`src/rtl/ads131_spi_word_shifter.sv`:
```
// SPI mode-1 word shifter for the ADS131A0X link: drives MOSI from a command word and
// assembles MISO into rx_word, using an oversampled SCLK from the local SCLK generator.
module ads131_spi_word_shifter #(
  parameter int WORD_BITS = 16
) (
  input  logic                 system_clock,
  input  logic                 reset,
  input  logic                 start,
  input  logic [WORD_BITS-1:0] tx_word,
  input  logic                 frame_active,
  input  logic                 spi_sclk,
  input  logic                 spi_miso,
  output logic                 spi_mosi,
  output logic [WORD_BITS-1:0] rx_word,
  output logic                 rx_valid,
  output logic                 busy,
  output logic                 frame_error
);

  localparam int CW = $clog2(WORD_BITS + 1);

  typedef enum logic [1:0] {IDLE, ARMED, SHIFT, DONE} state_t;

  state_t               state_reg;
  logic                 sclk_s1_reg, sclk_s2_reg, sclk_s3_reg;
  logic                 miso_m1_reg, miso_m2_reg;
  logic [WORD_BITS-1:0] tx_shift_reg;
  logic [WORD_BITS-1:0] rx_shift_reg;
  logic [CW-1:0]        bit_count_reg;

  logic                 sclk_rise, sclk_fall, last_fall;
  logic [WORD_BITS-1:0] rx_shift_next;

  // s2/s3 form the edge detector; m2 is captured alongside s2 so it lines up with the fall.
  assign sclk_rise     = sclk_s2_reg & ~sclk_s3_reg;
  assign sclk_fall     = ~sclk_s2_reg & sclk_s3_reg;
  assign rx_shift_next = {rx_shift_reg[WORD_BITS-2:0], miso_m2_reg};
  assign last_fall     = sclk_fall && (bit_count_reg == CW'(WORD_BITS - 1));

  always_ff @(posedge system_clock) begin
    if (reset) begin
      state_reg     <= IDLE;
      sclk_s1_reg   <= 1'b0;
      sclk_s2_reg   <= 1'b0;
      sclk_s3_reg   <= 1'b0;
      miso_m1_reg   <= 1'b0;
      miso_m2_reg   <= 1'b0;
      tx_shift_reg  <= '0;
      rx_shift_reg  <= '0;
      bit_count_reg <= '0;
      spi_mosi      <= 1'b0;
      rx_word       <= '0;
      rx_valid      <= 1'b0;
      busy          <= 1'b0;
      frame_error   <= 1'b0;
    end else begin
      sclk_s1_reg <= spi_sclk;
      sclk_s2_reg <= sclk_s1_reg;
      sclk_s3_reg <= sclk_s2_reg;
      miso_m1_reg <= spi_miso;
      miso_m2_reg <= miso_m1_reg;
      rx_valid    <= 1'b0;
      frame_error <= 1'b0;

      case (state_reg)
        IDLE: begin
          spi_mosi <= 1'b0;
          if (start) begin
            tx_shift_reg  <= tx_word;
            rx_shift_reg  <= '0;
            bit_count_reg <= '0;
            busy          <= 1'b1;
            state_reg     <= ARMED;
          end
        end
        ARMED: begin
          if (frame_active) state_reg <= SHIFT;
        end
        SHIFT: begin
          // The completing fall outranks a simultaneous drop of frame_active.
          if (last_fall) begin
            rx_shift_reg  <= rx_shift_next;
            rx_word       <= rx_shift_next;
            rx_valid      <= 1'b1;
            bit_count_reg <= bit_count_reg + CW'(1);
            spi_mosi      <= 1'b0;
            state_reg     <= DONE;
          end else if (!frame_active) begin
            frame_error <= 1'b1;
            spi_mosi    <= 1'b0;
            busy        <= 1'b0;
            state_reg   <= IDLE;
          end else begin
            if (sclk_rise) begin
              spi_mosi     <= tx_shift_reg[WORD_BITS-1];
              tx_shift_reg <= {tx_shift_reg[WORD_BITS-2:0], 1'b0};
            end
            if (sclk_fall) begin
              rx_shift_reg  <= rx_shift_next;
              bit_count_reg <= bit_count_reg + CW'(1);
            end
          end
        end
        DONE: begin
          busy      <= 1'b0;
          state_reg <= IDLE;
        end
        default: state_reg <= IDLE;
      endcase
    end
  end

endmodule

```
`config.mk`:
```
export PLATFORM = sky130hd
export DESIGN_NAME = ads131_spi_word_shifter
export DESIGN_NICKNAME = d
export VERILOG_FILES = /design/src/rtl/ads131_spi_word_shifter.sv
export SDC_FILE = /design/constraint.sdc
export NUM_CORES = 1
export LEC_CHECK = 0
export BUFFER_PORTS_ARGS = -buffer_cell sky130_fd_sc_hd__buf_2
export CAP_MARGIN = 20
export CORE_UTILIZATION = 55
export DETAILED_ROUTE_END_ITERATION = 16
export GPL_ROUTABILITY_DRIVEN = 0
export GPL_TIMING_DRIVEN = 0
export PLACE_DENSITY = 0.78
export RECOVER_POWER = 100
export SLEW_MARGIN = 20
export SYNTH_ARGS = -nofsm -noshare
export SYNTH_HDL_FRONTEND = slang
export SYNTH_SLANG_ARGS = --single-unit
```
`constraint.sdc`:
```
create_clock -name system_clock -period 2.6 [get_ports system_clock]
set_input_delay 0.52 -clock system_clock [delete_from_list [all_inputs] [get_ports system_clock]]
set_output_delay 0.52 -clock system_clock [all_outputs]
set_load 0.1 [all_outputs]
```
==> flow_metrics.env <==
export IMPL_viasPerCell=5.70
export IMPL_vdd_ir_drop_max_mv=0.455
export IMPL_first_global_vias=2106
export IMPL_drv_cap=0
export IMPL_pwr_share_seq=0.472
export IMPL_drtAntennaViolNets=0
export IMPL_grt_max_degree=11
export IMPL_critPathLaunchType="flop"
export IMPL_dieArea_um2=4840
export IMPL_num_rows=24
export IMPL_slew_headroom=0.221
export IMPL_yosysSeqAreaShare=0.502
export IMPL_core_um2=4380
export IMPL_path_cells="ha_1 -> and3_1 -> ha_1 -> and3b_1 -> a221oi_4 -> clkbuf_2 -> nor2_1 -> a311oi_1"
export IMPL_htree_levels=3
export IMPL_synthCells=301
export IMPL_finalHoldWorstSlack_ns=0.394
export IMPL_min_path_type="input port to flop"
export IMPL_crit_end="tx_shift_reg[14]"
export IMPL_p_leak_nw=1.07
export IMPL_cts_resized_gates=0
export IMPL_cts_buffer_depth=2
export IMPL_r2r_setup_slack_ns=0.28
export IMPL_critical_path_max_stage_delay_ns=0.38
export IMPL_area_growth_syn_to_layout_pct=18.0
export IMPL_diodes=0
export IMPL_slowest_stage="a221oi_4"
export IMPL_drt_iter0_drc=288
export IMPL_grt_usage=0.255
export IMPL_layout_nets=376
export IMPL_grt_overflow_total=0
export IMPL_synth_cell_types=32
export IMPL_ys_top_cells_by_area="dfxtp_1, nand2_1, a21oi_1, nand3_1, a311oi_1"
export IMPL_clockPowerShare=0.457
export IMPL_drtPass1Iterations=4
export IMPL_fin_skew_ns=0.0110
export IMPL_io_pins=42
export IMPL_cts_setup_buffers=0
export IMPL_antenna_found_initial=0
export IMPL_drc=0
export IMPL_syn_nets=325
export IMPL_rr_worst_depth=8
export IMPL_vias=2327
export IMPL_critPathMaxFanout=10
export IMPL_cts_tree="built"
export IMPL_avgRoutedWirePerCell_um=13.8
export IMPL_timing_critical_path_mode_cell="ha_1"
export IMPL_p_int_w=0.00166
export IMPL_status="finished clean"
export IMPL_worst_path_buf_inv=1
export IMPL_hold_viol_final=0
export IMPL_combPwrFrac=0.071
export IMPL_cts_root_buffer_cell="clkbuf_8"
export IMPL_die_h_um=69.6
export IMPL_slew_viol_final=0
export IMPL_die_w_um=69.6
export IMPL_switching_share=0.226
export IMPL_r2r_start="bit_count_reg[0]"
export IMPL_synth_top_cell_by_area="dfxtp_1"
export IMPL_netlist_area_um2=2510
export IMPL_p_per_area_nw_per_um2=725
export IMPL_dp_hpwl_um=3660
export IMPL_final_cell_mix="nand2_1, dfxtp_1, a21oi_1"
export IMPL_avgSynthCellArea_um2=8.34
export IMPL_port_buffers=40
export IMPL_n_fill_cell=390
export IMPL_start_util=0.573
export IMPL_tns_ns=0
export IMPL_ys_warnings_count=0
export IMPL_grt_pass1_wl_um=9720
export IMPL_clkSinkCount=63
export IMPL_wirelength_um=5650
export IMPL_fin_crit_sh=0.894
export IMPL_cp_startpoint="bit_count_reg[0]"
export IMPL_finalSetupViolations=0
export IMPL_reg2reg_to="tx_shift_reg[14]"
export IMPL_worst_skew_pair_late_latency_ns=0.34
export IMPL_synth_top_cell_area_share=0.502
export IMPL_cp_data_required_time_ns=2.84
export IMPL_endpoint_kind="flop"
export IMPL_grt_setup_unrepaired="no"
export IMPL_worstSetupPathType="flop to flop"
export IMPL_fmax_mhz=430
export IMPL_clkTransAtPathRegs_ns=0.07
export IMPL_cp_depth=8
export IMPL_hold_buffers=0
export IMPL_layout_drive_gt1_share=0.126
export IMPL_tightest_slew_ns=1.17
export IMPL_cp_top_family="compound AO/OA/AOI/OAI gates"
export IMPL_period_needed_ns=2.32
export IMPL_cts_buffers=9
export IMPL_arrival_ns=2.57
export IMPL_p_sw_w=0.000485
export IMPL_ys_ff_latch=63
[per-layer routing]
layer  GRT usage  vias to the layer above  wire (µm)
met5           0                        -          0
met4       0.125                        0        116
met2       0.374                       85       2540
li1            -                     1148          -
met3      0.0669                       11        407
met1       0.348                     1083       2590
[cells in the mapped netlist]
cell and number:
dfxtp_1 63, nand2_1 63, a21oi_1 39, nand3_1 37, nor2_1 20, a311oi_1 15, clkbuf_1 11, nor2b_1 6
buf_2 5, nand2b_1 5, inv_1 4, or3_1 4, buf_1 3, buf_4 3, buf_6 2, ha_1 2
nand4b_1 2, o2111a_1 2, o21ai_0 2, a21o_1 1, a221oi_4 1, a31oi_1 1, and3_1 1, and3b_1 1
nand3b_1 1, nor2_2 1, nor4_1 1, o2111ai_2 1, o211ai_1 1, o31ai_1 1, or2_2 1, or3b_2 1
[power groups by stage]
stage	Clock, W	Sequential (W)	Combinational [W]
2_1_floorplan	0	0.00104	0.0000979
5_1_grt	0.00103	0.00102	0.000170
3_3_place_gp	0	0.00103	0.000150
6_report	0.000981	0.00101	0.000153
3_5_place_dp	0	0.00103	0.000154
4_1_cts	0.000984	0.00101	0.000155
[worst register-to-register path, delay by kind of cell, from the launching register on]
kind | cells | cell delay (ns)
AO/OA/AOI/OAI | 2 | 0.64
adder cells (fa/ha/maj) | 2 | 0.43
buffers and inverters | 1 | 0.30
flip-flops | 1 | 0.34
AND/OR/NAND/NOR | 3 | 0.51
[cells by family (layout without fill, tap and decap cells)]
kind of cell    Yosys count  after routing  synth area share
flops                    63             63             0.502
buf+inv                  28             83            0.0548
fa+ha+maj                 2              2           0.00996
compound gates           64             64             0.171
simple gates            144            144             0.262
[cell type report]
class                   count  area, µm²  share of cell area
plain buffers              24        113              0.0380
clock buffers              12        165              0.0557
clock inverters             3       65.1              0.0220
inverters                   4       15.0             0.00507
multi-input cells         210       1100               0.372
flip-flops and latches     63       1260               0.426
well taps                  52       65.1              0.0220
repair buffers             40        175              0.0591
[worst min-delay path by stage]
stage	start	end	depth (start not counted)
detailed placement	miso_m1_reg	miso_m2_reg	1
global route	spi_sclk	sclk_s1_reg	2
finish	spi_miso	miso_m1_reg	2
global placement	sclk_s1_reg	sclk_s2_reg	1
CTS	spi_miso	miso_m1_reg	2
floorplan	miso_m1_reg	miso_m2_reg	1
[per-stage QoR]
stage / setup WS (ns) / instances / utilization / power (W) / cell area [µm²]
detailed placement: 0.392 / 393 / 0.633 / 0.00119 / 2780
CTS: 0.370 / 408 / 0.686 / 0.00215 / 3010
finish: 0.275 / 408 / 0.676 / 0.00215 / 2960
global placement: 0.425 / 393 / 0.633 / 0.00118 / 2780
global route: 0.122 / 408 / 0.676 / 0.00222 / 2960
floorplan: 0.605 / 301 / - / 0.00114 / 2510
Note: power is estimated with default switching activity, not from simulation.
